**src/rtl/spi_mbox_n.sv**
```systemverilog
// spi_mbox_n: SPI-slave (mode 0) mailbox between a host MCU and the Z80 I/O side.
// Two DEPTH-entry byte arrays are exchanged.
// - spi_to_z80 is written by the host and read by the Z80.
// - z80_to_spi is written by the Z80 and read by the host.
// The SPI pins are oversampled by clk through 2-flop synchronisers.
// Each frame starts with a command byte:
// - bit 7 is the direction (1 = host write).
// - the low AW bits are the starting slot.
`timescale 1ns/1ps

module spi_mbox_n #(
    parameter int          DEPTH = 8,
    parameter int          AW    = $clog2(DEPTH),  // derived from DEPTH; leave at default
    parameter logic [7:0]  SIG   = 8'hA5
) (
    input  logic              clk,
    input  logic              rst_n,
    input  logic              spi_sck,
    input  logic              spi_ss,
    input  logic              spi_si,
    output logic              spi_so,
    output logic              spi_so_oe,
    input  logic [AW-1:0]     z80_addr,
    input  logic              z80_wr,
    input  logic              z80_rd,
    input  logic [7:0]        z80_wdata,
    output logic [7:0]        z80_rdata,
    output logic [DEPTH-1:0]  rx_valid,
    output logic              spi_irq,
    output logic              frame_active
);

    typedef enum logic [1:0] {
        S_IDLE = 2'd0,
        S_CMD  = 2'd1,
        S_DATA = 2'd2
    } state_t;

    state_t             r_state;
    state_t             w_state_next;

    // Synchronisers. Index 2 is the extra stage used only for edge detection.
    logic [2:0]         r_sck_sync;
    logic [2:0]         r_ss_sync;
    logic [1:0]         r_si_sync;

    logic               w_sck_rise;
    logic               w_sck_fall;
    logic               w_ss_fall;
    logic               w_ss_rise;
    logic               w_si;

    // Shift datapath
    logic [2:0]         r_bit_cnt;
    logic [7:0]         r_rx_shift;
    logic [7:0]         r_tx_shift;
    logic               r_tx_loaded;
    logic               r_so;
    logic               r_dir;
    logic [AW-1:0]      r_ptr;

    // Storage
    logic [7:0]         r_s2z [DEPTH];
    logic [7:0]         r_z2s [DEPTH];
    logic [DEPTH-1:0]   r_valid;
    logic [7:0]         r_rdata;

    // Decoded FSM outputs and datapath strobes
    logic               w_active;
    logic               w_in_cmd;
    logic               w_in_data;
    logic               w_start;
    logic               w_bit_ok;
    logic               w_byte_done;
    logic               w_cmd_done;
    logic               w_data_done;
    logic               w_commit;
    logic [7:0]         w_rx_byte;
    logic [AW-1:0]      w_cmd_ptr;
    logic [AW-1:0]      w_ptr_inc;

    // Bring the asynchronous SPI pins into the clk domain.
    // ss resets low, so a falling edge can only be seen once ss has been observed high.
    always_ff @(posedge clk or negedge rst_n) begin
        if (!rst_n) begin
            r_sck_sync <= 3'b000;
            r_ss_sync  <= 3'b000;
            r_si_sync  <= 2'b00;
        end else begin
            r_sck_sync <= {r_sck_sync[1:0], spi_sck};
            r_ss_sync  <= {r_ss_sync[1:0],  spi_ss};
            r_si_sync  <= {r_si_sync[0],    spi_si};
        end
    end

    assign w_sck_rise = r_sck_sync[1] & ~r_sck_sync[2];
    assign w_sck_fall = ~r_sck_sync[1] & r_sck_sync[2];
    assign w_ss_fall  = ~r_ss_sync[1] & r_ss_sync[2];
    assign w_ss_rise  = r_ss_sync[1] & ~r_ss_sync[2];
    // si has the same synchroniser depth as sck, so it lines up with w_sck_rise.
    assign w_si       = r_si_sync[1];

    // FSM state register
    always_ff @(posedge clk or negedge rst_n) begin
        if (!rst_n) begin
            r_state <= S_IDLE;
        end else begin
            r_state <= w_state_next;
        end
    end

    // FSM next-state logic.
    // A rising ss always aborts the frame back to IDLE.
    always_comb begin
        w_state_next = r_state;
        case (r_state)
            S_IDLE: begin
                if (w_ss_fall) begin
                    w_state_next = S_CMD;
                end
            end
            S_CMD: begin
                if (w_ss_rise) begin
                    w_state_next = S_IDLE;
                end else if (w_sck_rise && (r_bit_cnt == 3'd7)) begin
                    w_state_next = S_DATA;
                end
            end
            S_DATA: begin
                if (w_ss_rise) begin
                    w_state_next = S_IDLE;
                end
            end
            default: begin
                w_state_next = S_IDLE;
            end
        endcase
    end

    // FSM output decode
    always_comb begin
        w_active  = 1'b0;
        w_in_cmd  = 1'b0;
        w_in_data = 1'b0;
        case (r_state)
            S_CMD: begin
                w_active = 1'b1;
                w_in_cmd = 1'b1;
            end
            S_DATA: begin
                w_active  = 1'b1;
                w_in_data = 1'b1;
            end
            default: begin
                w_active = 1'b0;
            end
        endcase
    end

    assign w_start     = (r_state == S_IDLE) & w_ss_fall;
    assign w_bit_ok    = w_active & ~w_ss_rise & w_sck_rise;
    assign w_byte_done = w_bit_ok & (r_bit_cnt == 3'd7);
    assign w_cmd_done  = w_byte_done & w_in_cmd;
    assign w_data_done = w_byte_done & w_in_data;
    assign w_commit    = w_data_done & r_dir;
    assign w_rx_byte   = {r_rx_shift[6:0], w_si};
    assign w_cmd_ptr   = w_rx_byte[AW-1:0];
    assign w_ptr_inc   = r_ptr + AW'(1);

    // Shift datapath.
    // - Receive on sck rise and transmit on sck fall.
    // - Decode the command byte and advance the slot pointer.
    // - r_tx_loaded makes the first fall after a byte load present bit 7 of the
    //   new byte instead of shifting it away.
    always_ff @(posedge clk or negedge rst_n) begin
        if (!rst_n) begin
            r_bit_cnt   <= 3'd0;
            r_rx_shift  <= 8'h00;
            r_tx_shift  <= 8'h00;
            r_tx_loaded <= 1'b0;
            r_so        <= 1'b0;
            r_dir       <= 1'b0;
            r_ptr       <= '0;
        end else if (w_start) begin
            r_bit_cnt   <= 3'd0;
            r_rx_shift  <= 8'h00;
            r_tx_shift  <= SIG;
            r_tx_loaded <= 1'b0;
            r_so        <= SIG[7];
        end else if (w_active && w_ss_rise) begin
            r_so        <= 1'b0;
            r_tx_loaded <= 1'b0;
        end else if (w_active) begin
            if (w_sck_rise) begin
                r_rx_shift <= w_rx_byte;
                r_bit_cnt  <= r_bit_cnt + 3'd1;
                if (w_cmd_done) begin
                    r_dir <= w_rx_byte[7];
                    r_ptr <= w_cmd_ptr;
                    if (!w_rx_byte[7]) begin
                        r_tx_shift  <= r_z2s[w_cmd_ptr];
                        r_tx_loaded <= 1'b1;
                    end
                end else if (w_data_done) begin
                    r_ptr <= w_ptr_inc;
                    if (!r_dir) begin
                        r_tx_shift  <= r_z2s[w_ptr_inc];
                        r_tx_loaded <= 1'b1;
                    end
                end
            end else if (w_sck_fall) begin
                if (r_tx_loaded) begin
                    r_so        <= r_tx_shift[7];
                    r_tx_loaded <= 1'b0;
                end else begin
                    r_tx_shift <= {r_tx_shift[6:0], 1'b0};
                    r_so       <= r_tx_shift[6];
                end
            end
        end
    end

    // Z80-written array.
    // A host read samples this array with the old contents when a z80_wr lands in the same clk.
    always_ff @(posedge clk or negedge rst_n) begin
        if (!rst_n) begin
            for (int i = 0; i < DEPTH; i++) begin
                r_z2s[i] <= 8'h00;
            end
        end else if (z80_wr) begin
            r_z2s[z80_addr] <= z80_wdata;
        end
    end

    // Host-written array, new-data flags and the Z80 read port.
    // The SPI set is placed after the Z80 clear, so the set wins on a same-slot collision.
    always_ff @(posedge clk or negedge rst_n) begin
        if (!rst_n) begin
            for (int i = 0; i < DEPTH; i++) begin
                r_s2z[i] <= 8'h00;
            end
            r_valid <= '0;
            r_rdata <= 8'h00;
        end else begin
            if (z80_rd) begin
                r_rdata           <= r_s2z[z80_addr];
                r_valid[z80_addr] <= 1'b0;
            end
            if (w_commit) begin
                r_s2z[r_ptr]   <= w_rx_byte;
                r_valid[r_ptr] <= 1'b1;
            end
        end
    end

    assign spi_so       = r_so;
    assign spi_so_oe    = w_active;
    assign frame_active = w_active;
    assign z80_rdata    = r_rdata;
    assign rx_valid     = r_valid;
    assign spi_irq      = |r_valid;

endmodule

```
**config.mk**
```make
export PLATFORM = sky130hd
export DESIGN_NAME = spi_mbox_n
export DESIGN_NICKNAME = d
export VERILOG_FILES = /design/src/rtl/spi_mbox_n.sv
export SDC_FILE = /design/constraint.sdc
export NUM_CORES = 1
export LEC_CHECK = 0
export BUFFER_PORTS_ARGS = -buffer_cell sky130_fd_sc_hd__buf_2
export CAP_MARGIN = 5
export CORE_AREA = 2 2 118 120
export DETAILED_ROUTE_END_ITERATION = 10
export DIE_AREA = 0 0 120 122
export GPL_TIMING_DRIVEN = 0
export PLACE_DENSITY_LB_ADDON = 0.1
export RECOVER_POWER = 50
export SYNTH_ARGS = -nofsm -noshare
export SYNTH_HDL_FRONTEND = slang
export SYNTH_SLANG_ARGS = --single-unit
```
**constraint.sdc**
```tcl
create_clock -name clk -period 3.53 [get_ports clk]
set_clock_uncertainty 0.05 [all_clocks]
set_input_delay 0.1765 -clock clk [delete_from_list [all_inputs] [get_ports clk]]
set_output_delay 0.1765 -clock clk [all_outputs]
set_load 0.1 [all_outputs]
```
==> results of run 1 <==
power by group:
part	total, mW	internal, mW	switching [mW]
Combinational	1.56	0.637	0.924
Sequential	2.47	2.29	0.180
Clock	2.05	1.22	0.833
state kept, by name, indices dropped and copies added, names as in the netlist:
signal / flops
r_bit_cnt: 3
r_dir: 1
r_ptr: 3
r_rx_shift: 7
r_s2z: 64
r_sck_sync: 3
r_si_sync: 2
r_ss_sync: 3
r_state: 2
r_tx_loaded: 1
r_tx_shift: 8
r_z2s: 64
rx_valid: 8
spi_so: 1
z80_rdata: 8
repair_timing:
action | in CTS | in global routing
endpoints found under the hold margin | 92 | 0
hold buffers | 5 | 0
setup endpoints to repair | 0 | 0
setup buffers | 0 | 0
worst min path at each step:
stage | startpoint | end | slack, ns | cells after the start
after floorplan | rst_n | r_bit_cnt[0]$_DFFE_PN0P_ | -0.17 | 0
after global placement | spi_si | r_si_sync[0]$_DFF_PN0_ | 0.24 | 1
after detailed placement | rst_n | r_z2s[28]$_DFFE_PN0P_ | 0.17 | 1
after CTS | z80_wdata[0] | r_z2s[0]$_DFFE_PN0P_ | 0.02 | 2
after global routing | z80_wdata[0] | r_z2s[16]$_DFFE_PN0P_ | 0.03 | 2
final | z80_wdata[5] | r_z2s[5]$_DFFE_PN0P_ | 0.03 | 2
final cells by class:
cell class | instances | share of cell area, %
sequential | 178 | 45.0
multi-input combinational | 461 | 41.0
clock buffer | 18 | 4.44
timing repair buffer | 41 | 2.54
buffer | 46 | 2.54
tap | 180 | 2.28
clock inverter | 14 | 2.05
inverter | 5 | 0.190
synthesized netlist by cell type (11+ instances only):
cell                         n
sky130_fd_sc_hd__a21oi_1    33
sky130_fd_sc_hd__a22oi_1    13
sky130_fd_sc_hd__buf_2      11
sky130_fd_sc_hd__clkbuf_1   20
sky130_fd_sc_hd__dfrtp_1   178
sky130_fd_sc_hd__mux2_2    143
sky130_fd_sc_hd__mux2i_1    34
sky130_fd_sc_hd__mux4_2     20
sky130_fd_sc_hd__nand2_1    39
sky130_fd_sc_hd__nand2b_1   13
sky130_fd_sc_hd__nand3_1    12
sky130_fd_sc_hd__nor2_1     28
sky130_fd_sc_hd__nor2b_1    15
sky130_fd_sc_hd__o21ai_0    17
stage by stage:
step,cells,hold slack [ns],setup TNS [ns]
global placement,905,0.236,-63.69
finish,943,0.0288,0
CTS,943,0.0163,0
detailed placement,906,0.172,0
global route,943,0.0317,0
floorplan,690,-0.169,0
kinds of logic after synthesis:
family | Yosys count
AO/OA/AOI/OAI | 113
XOR/XNOR | 2
adder cells (fa/ha/maj) | 8
buffers and inverters | 51
flip-flops | 178
multiplexers | 199
AND/OR/NAND/NOR | 139
layer usage:
metal  up-vias  routed length, um  global-route usage [%]
met4         0                384                    10.8
met5         -                  0                       0
li1       2668                  -                       -
met1      3224               9190                    42.2
met2       206              10400                    50.0
met3        38               1100                    6.18
==> results.json, run 1 <==
{
  "crit_start": "r_ptr[0]$_DFFE_PN0P_",
  "design_area_um2": 9900,
  "netlist_cell_types": 58,
  "data_arrival_time_at_the_worst_slack_endpoint_ns": 3.11,
  "insertion_delay_ns": 0.44,
  "detailroute.via_count": 6136,
  "r2r_setup_slack_ns": 0.70,
  "final_core_utilization_pct": 73.3,
  "tightest_slew_ns": 2.20,
  "cellLeakagePower_nw": 4.62,
  "synth-seq-area-share_pct": 50.7,
  "drt_iter0_markers": 553,
  "via_count_of_the_first_global_routing_pass": 6365,
  "yosys_warnings": 0,
  "synth_simple_gate_area_share_pct": 8.39,
  "preCtsSetupSlack_ns": 0.749,
  "finalWorstSetupSlack_ns": 0.700,
  "area_of_the_multi_input_gates_um2": 4050,
  "crit_path_end_kind": "flop",
  "grt_max_degree": 91,
  "number_of_buffers_created_by_cts": 17,
  "worst_hold_path_class": "input pin to flop",
  "num-nets-final": 776,
  "portBuffers": 35,
  "cts.path.max_buffers": 2,
  "vdd.ir_drop.worst_mv": 0.361,
  "route.final.wire_length_um": 21000,
  "avgViaCountPerCell": 6.51,
  "globalRoute.totalOverflow": 0,
  "timing.setup.critical_path_class": "flop to flop",
  "clock-sinks": 178,
  "die_w_um": 120,
  "mostFrequentLayoutCells": "sky130_fd_sc_hd__dfrtp_1 (178), sky130_fd_sc_hd__mux2_2 (143), sky130_fd_sc_hd__buf_2 (44)",
  "worst_slew_margin_rel_pct": -46.6,
  "fmax_ghz": 0.353,
  "yosys.area.top_type": "sky130_fd_sc_hd__dfrtp_1",
  "synth_edf_count": 0,
  "timing.final.crit_period_ns": 2.83,
  "synth-compound-area-share_pct": 8.51,
  "route.detailed.wl_per_inst_um": 22.3,
  "timing.reg2reg.worst_path_depth": 7,
  "post_synthesis_xor_xnor_area_fraction_pct": 0.200,
  "groute.usage.overall_pct": 30.9,
  "die_h_um": 122,
  "placed_cell_area_um2": 9220,
  "most_common_cell_after_layout_fill_and_taps_aside": "sky130_fd_sc_hd__dfrtp_1",
  "avgSynthCellArea_um2": 12.7,
  "total_power_mw": 6.08,
  "rr_startpoint": "r_ptr[0]$_DFFE_PN0P_",
  "ys.flop_type": "sky130_fd_sc_hd__dfrtp_1",
  "path_delay_family": "buffers and inverters",
  "final.period_utilization_pct": 80.2,
  "die_area_um2": 14600,
  "capture_point_of_the_worst_path": "r_tx_shift[2]$_DFFE_PN0P_",
  "postSynth.asyncResetShare_pct": 100,
  "timing.critical_path.slowest_stage_cell": "sky130_fd_sc_hd__buf_1",
  "register_bit_total_from_synthesis": 178,
  "synth_area_leaders": "sky130_fd_sc_hd__dfrtp_1 (51%), sky130_fd_sc_hd__mux2_2 (18%), sky130_fd_sc_hd__mux4_2 (5.1%), sky130_fd_sc_hd__mux2i_1 (3.9%), sky130_fd_sc_hd__a21oi_1 (1.9%)",
  "cp_num_buf_inv": 2,
  "critical_path.startpoint_type": "flop",
  "start_util_pct": 65.0,
  "rows": 43,
  "cap_viol_max_count": 1,
  "final-max-slew-violation-count": 89,
  "worst_flop_to_flop_path_endpoint": "r_tx_shift[2]$_DFFE_PN0P_",
  "power-per-cell-area_nw_per_um2": 615,
  "tritoncts": "done",
  "synth_top_family_by_area": "multiplexers",
  "syn_inst": 690,
  "post_dp_hpwl_um": 13900,
  "post_cts_resize_count": 0,
  "drtAntennaViolNets": 0,
  "clock_tree.htree_level_count": 4,
  "setup-violations-final": 0,
  "top_level_ports": 38,
  "grt_pass1_wl_um": 34100,
  "crit_required_ns": 3.81,
  "critical-path-max-stage-delay_ns": 0.61,
  "timing.critical_path.fanout_max": 10,
  "syn-num-nets": 716,
  "n_antenna_cell": 0,
  "cp_cell_instances": "ha_1, buf_2, buf_1, mux4_2, nand2_1, a31oi_1, o21a_1",
  "cts.root.buffer_cell": "sky130_fd_sc_hd__clkbuf_16",
  "synth_fa_ha_area_share_pct": 1.14,
  "synth.cell_area_um2": 8780,
  "area_delta_synth_final_pct": 12.7,
  "synth_largest_type_area_fraction_pct": 50.7,
  "detail_route.first_pass.iterations": 5,
  "rsz0062_at_grt": "false",
  "cp_num_cells": 7,
  "post_route_cells_drive_above_1_share_pct": 34.2,
  "run_status": "complete, but fails checks",
  "antenna_found_initial": 0,
  "core-area_um2": 13500,
  "drc": 0,
  "area.sequential_um2": 4450,
  "fillCellCount": 923,
  "violations_in_the_final_reports": "max-capacitance violations, max-slew violations",
  "place.gp.congestion": 0.898,
  "hold_violations": 0,
  "clock_transition_at_the_registers_of_the_reported_paths_ns": 0.07,
  "yosys-mux-area-fraction_pct": 27.9
}
No activity file was read; power rests on OpenSTA's default activity.
==> inputs of run 2 (changes only) <==
--- a/config.mk
+++ b/config.mk
@@ -7,9 +7,9 @@
 export LEC_CHECK = 0
 export BUFFER_PORTS_ARGS = -buffer_cell sky130_fd_sc_hd__buf_2
 export CAP_MARGIN = 5
-export CORE_AREA = 2 2 118 120
+export CORE_AREA = 2 2 129 131
 export DETAILED_ROUTE_END_ITERATION = 10
-export DIE_AREA = 0 0 120 122
+export DIE_AREA = 0 0 131 133
 export GPL_TIMING_DRIVEN = 0
 export PLACE_DENSITY_LB_ADDON = 0.1
 export RECOVER_POWER = 50
==> constraint.sdc (replaced) <==
create_clock -name clk -period 2.4 [get_ports clk]
set_clock_uncertainty 0.05 [all_clocks]
set_input_delay 0.12 -clock clk [delete_from_list [all_inputs] [get_ports clk]]
set_output_delay 0.12 -clock clk [all_outputs]
set_load 0.1 [all_outputs]
==> results.json, run 2 (synthesis gave the netlist of run 1 again) <==
{
  "fin_worst_hold_slack_ns": 0.0623,
  "capture_point_of_the_worst_path": "r_s2z[1]$_DFFE_PN0P_",
  "data_arrival_time_at_the_worst_slack_endpoint_ns": 2.58,
  "vdd.ir_drop.worst_mv": 0.671,
  "drc": 0,
  "die_area_um2": 17400,
  "most_common_cell_after_layout_fill_and_taps_aside": "sky130_fd_sc_hd__dfrtp_1",
  "tightest_slew_ns": 1.74,
  "tritoncts": "done",
  "violations_in_the_final_reports": "max-capacitance violations, max-slew violations",
  "number_of_buffers_created_by_cts": 17,
  "core-area_um2": 16200,
  "globalRoute.totalOverflow": 0,
  "fillCellCount": 1304,
  "drtAntennaViolNets": 0,
  "run_status": "complete, but fails checks",
  "place.gp.congestion": 0.850,
  "crit_required_ns": 2.66,
  "worst_slew_margin_rel_pct": -15.9,
  "r2r_setup_slack_ns": 0.08,
  "fmax_ghz": 0.431,
  "drt_iter0_markers": 377,
  "rows": 47,
  "crit_start": "r_bit_cnt[0]$_DFFE_PN0P_",
  "cts.path.max_buffers": 2,
  "start_util_pct": 54.3,
  "num-nets-final": 787,
  "die_h_um": 133,
  "timing.critical_path.fanout_max": 9,
  "grt_pass1_wl_um": 33400,
  "finish.cell_count_without_fillers": 994,
  "grt_max_degree": 110,
  "post_dp_hpwl_um": 13900,
  "top_level_ports": 38,
  "antenna_found_initial": 0,
  "area_delta_synth_final_pct": 15.2,
  "portBuffers": 35,
  "power-per-cell-area_nw_per_um2": 875,
  "hold_violations": 0,
  "cellLeakagePower_nw": 4.68,
  "finalWorstSetupSlack_ns": 0.0815,
  "worst_flop_to_flop_path_endpoint": "r_s2z[1]$_DFFE_PN0P_",
  "die_w_um": 131,
  "post_route_cells_drive_above_1_share_pct": 35.4,
  "critical_path.startpoint_type": "flop",
  "largestRegisters": "r_s2z x64, r_z2s x64",
  "preCtsSetupSlack_ns": -0.289,
  "timing.reg2reg.worst_path_depth": 7,
  "clock_tree.htree_level_count": 4,
  "finalSetupTns_ns": 0,
  "clock-sinks": 178,
  "rsz0062_at_grt": "false",
  "timing.setup.critical_path_class": "flop to flop",
  "avgViaCountPerCell": 5.98,
  "numPlacedInstances": 946,
  "setup-violations-final": 0,
  "rr_startpoint": "r_bit_cnt[0]$_DFFE_PN0P_",
  "timing.final.crit_period_ns": 2.32,
  "n_antenna_cell": 0,
  "total_power_mw": 8.85,
  "cts.root.buffer_cell": "sky130_fd_sc_hd__clkbuf_16",
  "cap_viol_max_count": 1,
  "detailroute.via_count": 5946,
  "design_area_um2": 10100,
  "clock_transition_at_the_registers_of_the_reported_paths_ns": 0.07,
  "via_count_of_the_first_global_routing_pass": 6018,
  "route.final.wire_length_um": 20900,
  "detail_route.first_pass.iterations": 5,
  "final.period_utilization_pct": 96.6,
  "final_core_utilization_pct": 62.6,
  "crit_path_end_kind": "flop",
  "insertion_delay_ns": 0.42,
  "final-max-slew-violation-count": 70,
  "groute.usage.overall_pct": 25.6,
  "mostFrequentLayoutCells": "sky130_fd_sc_hd__dfrtp_1 (178), sky130_fd_sc_hd__mux2_2 (143), sky130_fd_sc_hd__buf_2 (40)",
  "worst_hold_path_class": "input pin to flop",
  "placed_cell_area_um2": 9280,
  "route.detailed.wl_per_inst_um": 21.0
}
run 2: cell count changes in the layout (fill, tap and decap cells not counted), moves of 3 or more:
cell                            before  now
sky130_fd_sc_hd__dlygate4sd3_1       5   12
sky130_fd_sc_hd__buf_4               3    8
sky130_fd_sc_hd__buf_2              44   40
sky130_fd_sc_hd__clkbuf_2            5    8
run 2: where the power goes:
| group | leakage (nW) | switching [mW] | total, mW | internal (mW) |
|---|---|---|---|---|
| logic | 2.07 | 1.35 | 2.32 | 0.973 |
| clock network | 0.308 | 1.17 | 2.90 | 1.73 |
| registers | 2.31 | 0.262 | 3.64 | 3.38 |
| total | 4.68 | 2.78 | 8.85 | 6.08 |
run 2: what timing repair did:
| item | CTS | global route |
|---|---|---|
| setup endpoints to repair | 46 | 36 |
| pin swaps | 2 | 1 |
| endpoints found under the hold margin | 124 | 0 |
| gates resized for setup | 7 | 12 |
| hold buffers | 12 | 0 |
| setup buffers | 4 | 1 |
run 2: layout make-up:
| type | count | area, um^2 | area share (%) |
|---|---|---|---|
| plain buffers | 45 | 263 | 2.60 |
| clock buffers | 21 | 470 | 4.65 |
| clock inverters | 11 | 153 | 1.51 |
| inverters | 5 | 18.8 | 0.186 |
| multi-input cells | 461 | 4100 | 40.5 |
| flip-flops and latches | 178 | 4450 | 44.0 |
| well taps | 220 | 275 | 2.72 |
| repair buffers | 53 | 383 | 3.78 |
run 2: worst min-delay path by stage:
stage / from / end / slack [ns] / cells after the start
3_5_place_dp: rst_n / r_z2s[59]$_DFFE_PN0P_ / 0.06 / 1
3_3_place_gp: spi_si / r_si_sync[0]$_DFF_PN0_ / 0.18 / 1
6_report: z80_rd / rx_valid[6]$_DFF_PN0_ / 0.06 / 4
5_1_grt: z80_rd / rx_valid[2]$_DFF_PN0_ / 0.07 / 4
2_1_floorplan: rst_n / r_bit_cnt[0]$_DFFE_PN0P_ / -0.23 / 0
4_1_cts: z80_rd / rx_valid[6]$_DFF_PN0_ / 0.05 / 4
run 2: critical path, stage by stage (launching register included):
cell                      delay, ns
sky130_fd_sc_hd__dfrtp_1       0.40
sky130_fd_sc_hd__ha_1          0.20
sky130_fd_sc_hd__ha_1          0.21
sky130_fd_sc_hd__and2_2        0.22
sky130_fd_sc_hd__and3_4        0.20
sky130_fd_sc_hd__and4_1        0.24
sky130_fd_sc_hd__nand3_2       0.29
sky130_fd_sc_hd__mux2_2        0.39
run 2: layer usage:
metal | vias to the layer above | track usage, % | share of wire [%]
li1 | 2695 | - | -
met1 | 3070 | 36.8 | 46
met2 | 160 | 39.4 | 47
met3 | 21 | 6.23 | 5.1
met4 | 0 | 6.62 | 0.98
met5 | - | 0 | 0
==> inputs of run 3 (changes only) <==
--- a/config.mk
+++ b/config.mk
@@ -5,6 +5,7 @@
 export SDC_FILE = /design/constraint.sdc
 export NUM_CORES = 1
 export LEC_CHECK = 0
+export ABC_AREA = 1
 export BUFFER_PORTS_ARGS = -buffer_cell sky130_fd_sc_hd__buf_2
 export CAP_MARGIN = 5
 export CORE_AREA = 2 2 129 131
==> results.json, run 3 <==
{
  "post_route_cells_drive_above_1_share_pct": 11.7,
  "globalRoute.totalOverflow": 0,
  "register_bit_total_from_synthesis": 178,
  "avgViaCountPerCell": 5.51,
  "top_level_ports": 38,
  "cp_cell_instances": "ha_1, buf_2, inv_1, clkbuf_4, nand3_1, nand2_1, nand2_1, nand2_1, nand2_1, nand2_1, nand2_1, a21oi_1",
  "drc": 0,
  "power-per-cell-area_nw_per_um2": 881,
  "die_area_um2": 17400,
  "run_status": "complete, but fails checks",
  "holdPathStages": 3,
  "netlist_cell_types": 39,
  "crit_required_ns": 2.71,
  "antenna_found_initial": 0,
  "route.final.wire_length_um": 24100,
  "die_h_um": 133,
  "tritoncts": "done",
  "worst_hold_path_class": "input pin to flop",
  "cts.root.buffer_cell": "sky130_fd_sc_hd__clkbuf_16",
  "area_delta_synth_final_pct": 13.2,
  "post-synth-top-count-cell": "sky130_fd_sc_hd__nand2_1",
  "synth_top_family_by_area": "simple AND/OR/NAND/NOR gates",
  "fmax_ghz": 0.444,
  "timing.reg2reg.worst_path_depth": 12,
  "syn-num-nets": 1137,
  "number_of_buffers_created_by_cts": 17,
  "detailroute.via_count": 7732,
  "fillCellCount": 1509,
  "rsz0062_at_grt": "false",
  "placed_cell_area_um2": 9310,
  "post_dp_hpwl_um": 16200,
  "synthTopCellsByCount": "sky130_fd_sc_hd__nand2_1 (427), sky130_fd_sc_hd__dfrtp_1 (178), sky130_fd_sc_hd__o21ai_0 (94), sky130_fd_sc_hd__nand3_1 (80), sky130_fd_sc_hd__inv_1 (78)",
  "critical_path.startpoint_type": "flop",
  "synth_largest_type_area_fraction_pct": 50.5,
  "timing.setup.critical_path_class": "flop to flop",
  "total_power_mw": 8.80,
  "design_area_um2": 9990,
  "insertion_delay_ns": 0.44,
  "setup-violations-final": 0,
  "final.period_utilization_pct": 93.7,
  "grt_max_degree": 110,
  "yosys.area.top_type": "sky130_fd_sc_hd__dfrtp_1",
  "clock_transition_at_the_registers_of_the_reported_paths_ns": 0.07,
  "largestRegisters": "r_s2z x64, r_z2s x64",
  "die_w_um": 131,
  "n_antenna_cell": 0,
  "violations_in_the_final_reports": "negative hold slack, max-capacitance violations, max-slew violations",
  "route.detailed.wl_per_inst_um": 17.2,
  "cellLeakagePower_nw": 5.07,
  "drt_iter0_markers": 728,
  "cts.path.max_buffers": 2,
  "data_arrival_time_at_the_worst_slack_endpoint_ns": 2.56,
  "portBuffers": 35,
  "synth.cell_area_um2": 8820,
  "worst_slew_margin_rel_pct": -17.3,
  "critical-path-max-stage-delay_ns": 0.45,
  "synth_area_leaders": "sky130_fd_sc_hd__dfrtp_1 (50%), sky130_fd_sc_hd__nand2_1 (18%), sky130_fd_sc_hd__o21ai_0 (5.3%), sky130_fd_sc_hd__nand3_1 (4.5%), sky130_fd_sc_hd__inv_1 (3.3%)",
  "core-area_um2": 16200,
  "most_common_cell_after_layout_fill_and_taps_aside": "sky130_fd_sc_hd__nand2_1",
  "crit_path_end_kind": "flop",
  "clock_tree.htree_level_count": 4,
  "post_synthesis_xor_xnor_area_fraction_pct": 0.184,
  "fin_worst_hold_slack_ns": -0.000206,
  "timing.critical_path.slowest_stage_cell": "sky130_fd_sc_hd__dfrtp_1",
  "start_util_pct": 54.6,
  "place.gp.congestion": 0.946,
  "avgSynthCellArea_um2": 7.94,
  "final-max-slew-violation-count": 70,
  "postSynth.asyncResetShare_pct": 100,
  "num-nets-final": 1197,
  "finalSetupTns_ns": 0,
  "syn_inst": 1111,
  "timing.critical_path.fanout_max": 10,
  "groute.usage.overall_pct": 29.6,
  "cap_viol_max_count": 1,
  "grt_pass1_wl_um": 39000,
  "vdd.ir_drop.worst_mv": 0.590,
  "hold_violations": 1,
  "timing.final.crit_period_ns": 2.25,
  "ys.flop_type": "sky130_fd_sc_hd__dfrtp_1",
  "tightest_slew_ns": 1.76,
  "drtAntennaViolNets": 0,
  "synth_fa_ha_area_share_pct": 1.13,
  "synth-seq-area-share_pct": 50.5,
  "synth_simple_gate_area_share_pct": 27.6,
  "yosys_warnings": 0,
  "synth_edf_count": 0,
  "rows": 47,
  "yosys-mux-area-fraction_pct": 0.113,
  "path_common_cell": "sky130_fd_sc_hd__nand2_1",
  "clock-sinks": 178,
  "synth-compound-area-share_pct": 13.5,
  "via_count_of_the_first_global_routing_pass": 7256,
  "detail_route.first_pass.iterations": 7,
  "mostFrequentLayoutCells": "sky130_fd_sc_hd__nand2_1 (427), sky130_fd_sc_hd__dfrtp_1 (178), sky130_fd_sc_hd__o21ai_0 (94)"
}
run 3: routing by layer:
metal | GRT usage (%) | vias up | share of wire, %
li1 | - | 3724 | -
met1 | 41.9 | 3700 | 44
met2 | 44.8 | 257 | 47
met3 | 5.42 | 51 | 5.6
met4 | 12.8 | 0 | 3.6
met5 | 0 | - | 0
run 3: final timing paths:
check	startpoint	to	slack, ns
max	r_ptr[1]$_DFFE_PN0P_	r_tx_shift[5]$_DFFE_PN0P_	0.15
min	z80_wdata[0]	r_z2s[48]$_DFFE_PN0P_	-0.0002
max reg2reg	r_ptr[1]$_DFFE_PN0P_	r_tx_shift[5]$_DFFE_PN0P_	0.15
min reg2reg	r_sck_sync[0]$_DFF_PN0_	r_sck_sync[1]$_DFF_PN0_	0.30
max in group asynchronous	rst_n	r_z2s[8]$_DFFE_PN0P_	0.41
min in group asynchronous	rst_n	r_s2z[47]$_DFFE_PN0P_	0.62
run 3: cell type report:
cell class | count | area, um^2 | share of cell area, %
Buffer | 48 | 280 | 2.81
Clock inverter | 8 | 149 | 1.49
Tap cell | 220 | 275 | 2.76
Inverter | 87 | 327 | 3.27
Timing Repair Buffer | 41 | 253 | 2.53
Sequential cell | 178 | 4450 | 44.6
Multi-Input combinational cell | 798 | 3760 | 37.6
Clock buffer | 24 | 492 | 4.92
run 3: critical path: cells and delay by family (launching register included):
family          cells  cell delay (ns)
compound gates      1             0.13
fa+ha+maj           1             0.30
buf+inv             3             0.68
flops               1             0.45
simple gates        7             0.56
run 3: timing repair:
| item | 4_1_cts | 5_1_grt |
|---|---|---|
| endpoints found under the hold margin | 75 | 0 |
| buffers inserted | 0 | 0 |
| setup endpoints to repair | 0 | 6 |
| hold buffers | 5 | 0 |
| gates resized for setup | 0 | 6 |
run 3: report_power, final:
group | switching [mW] | leakage, nW | internal, mW | total [mW]
clock | 1.18 | 0.307 | 1.86 | 3.04
combinational | 1.56 | 2.42 | 0.604 | 2.16
sequential | 0.240 | 2.34 | 3.37 | 3.61
run 3: logic make-up (layout without fill, tap and decap cells):
group,Yosys count,after routing
buf+inv,135,208
fa+ha+maj,8,8
xor+xnor,1,1
compound gates,213,213
simple gates,575,575
mux,1,1
flops,178,178
run 3: through the flow:
| stage | std cells | hold WS (ns) | utilization, % | worst slack [ns] |
|---|---|---|---|---|
| 3_3_place_gp | 1366 | 0.178 | 57.4 | -1.68 |
| 4_1_cts | 1404 | 0.00224 | 61.9 | 0.0722 |
| 2_1_floorplan | 1111 | -0.226 | - | 0.0258 |
| 6_report | 1404 | -0.000206 | 61.7 | 0.150 |
| 5_1_grt | 1404 | 0.0251 | 61.7 | 0.00178 |
| 3_5_place_dp | 1367 | 0.0627 | 57.6 | 0.117 |
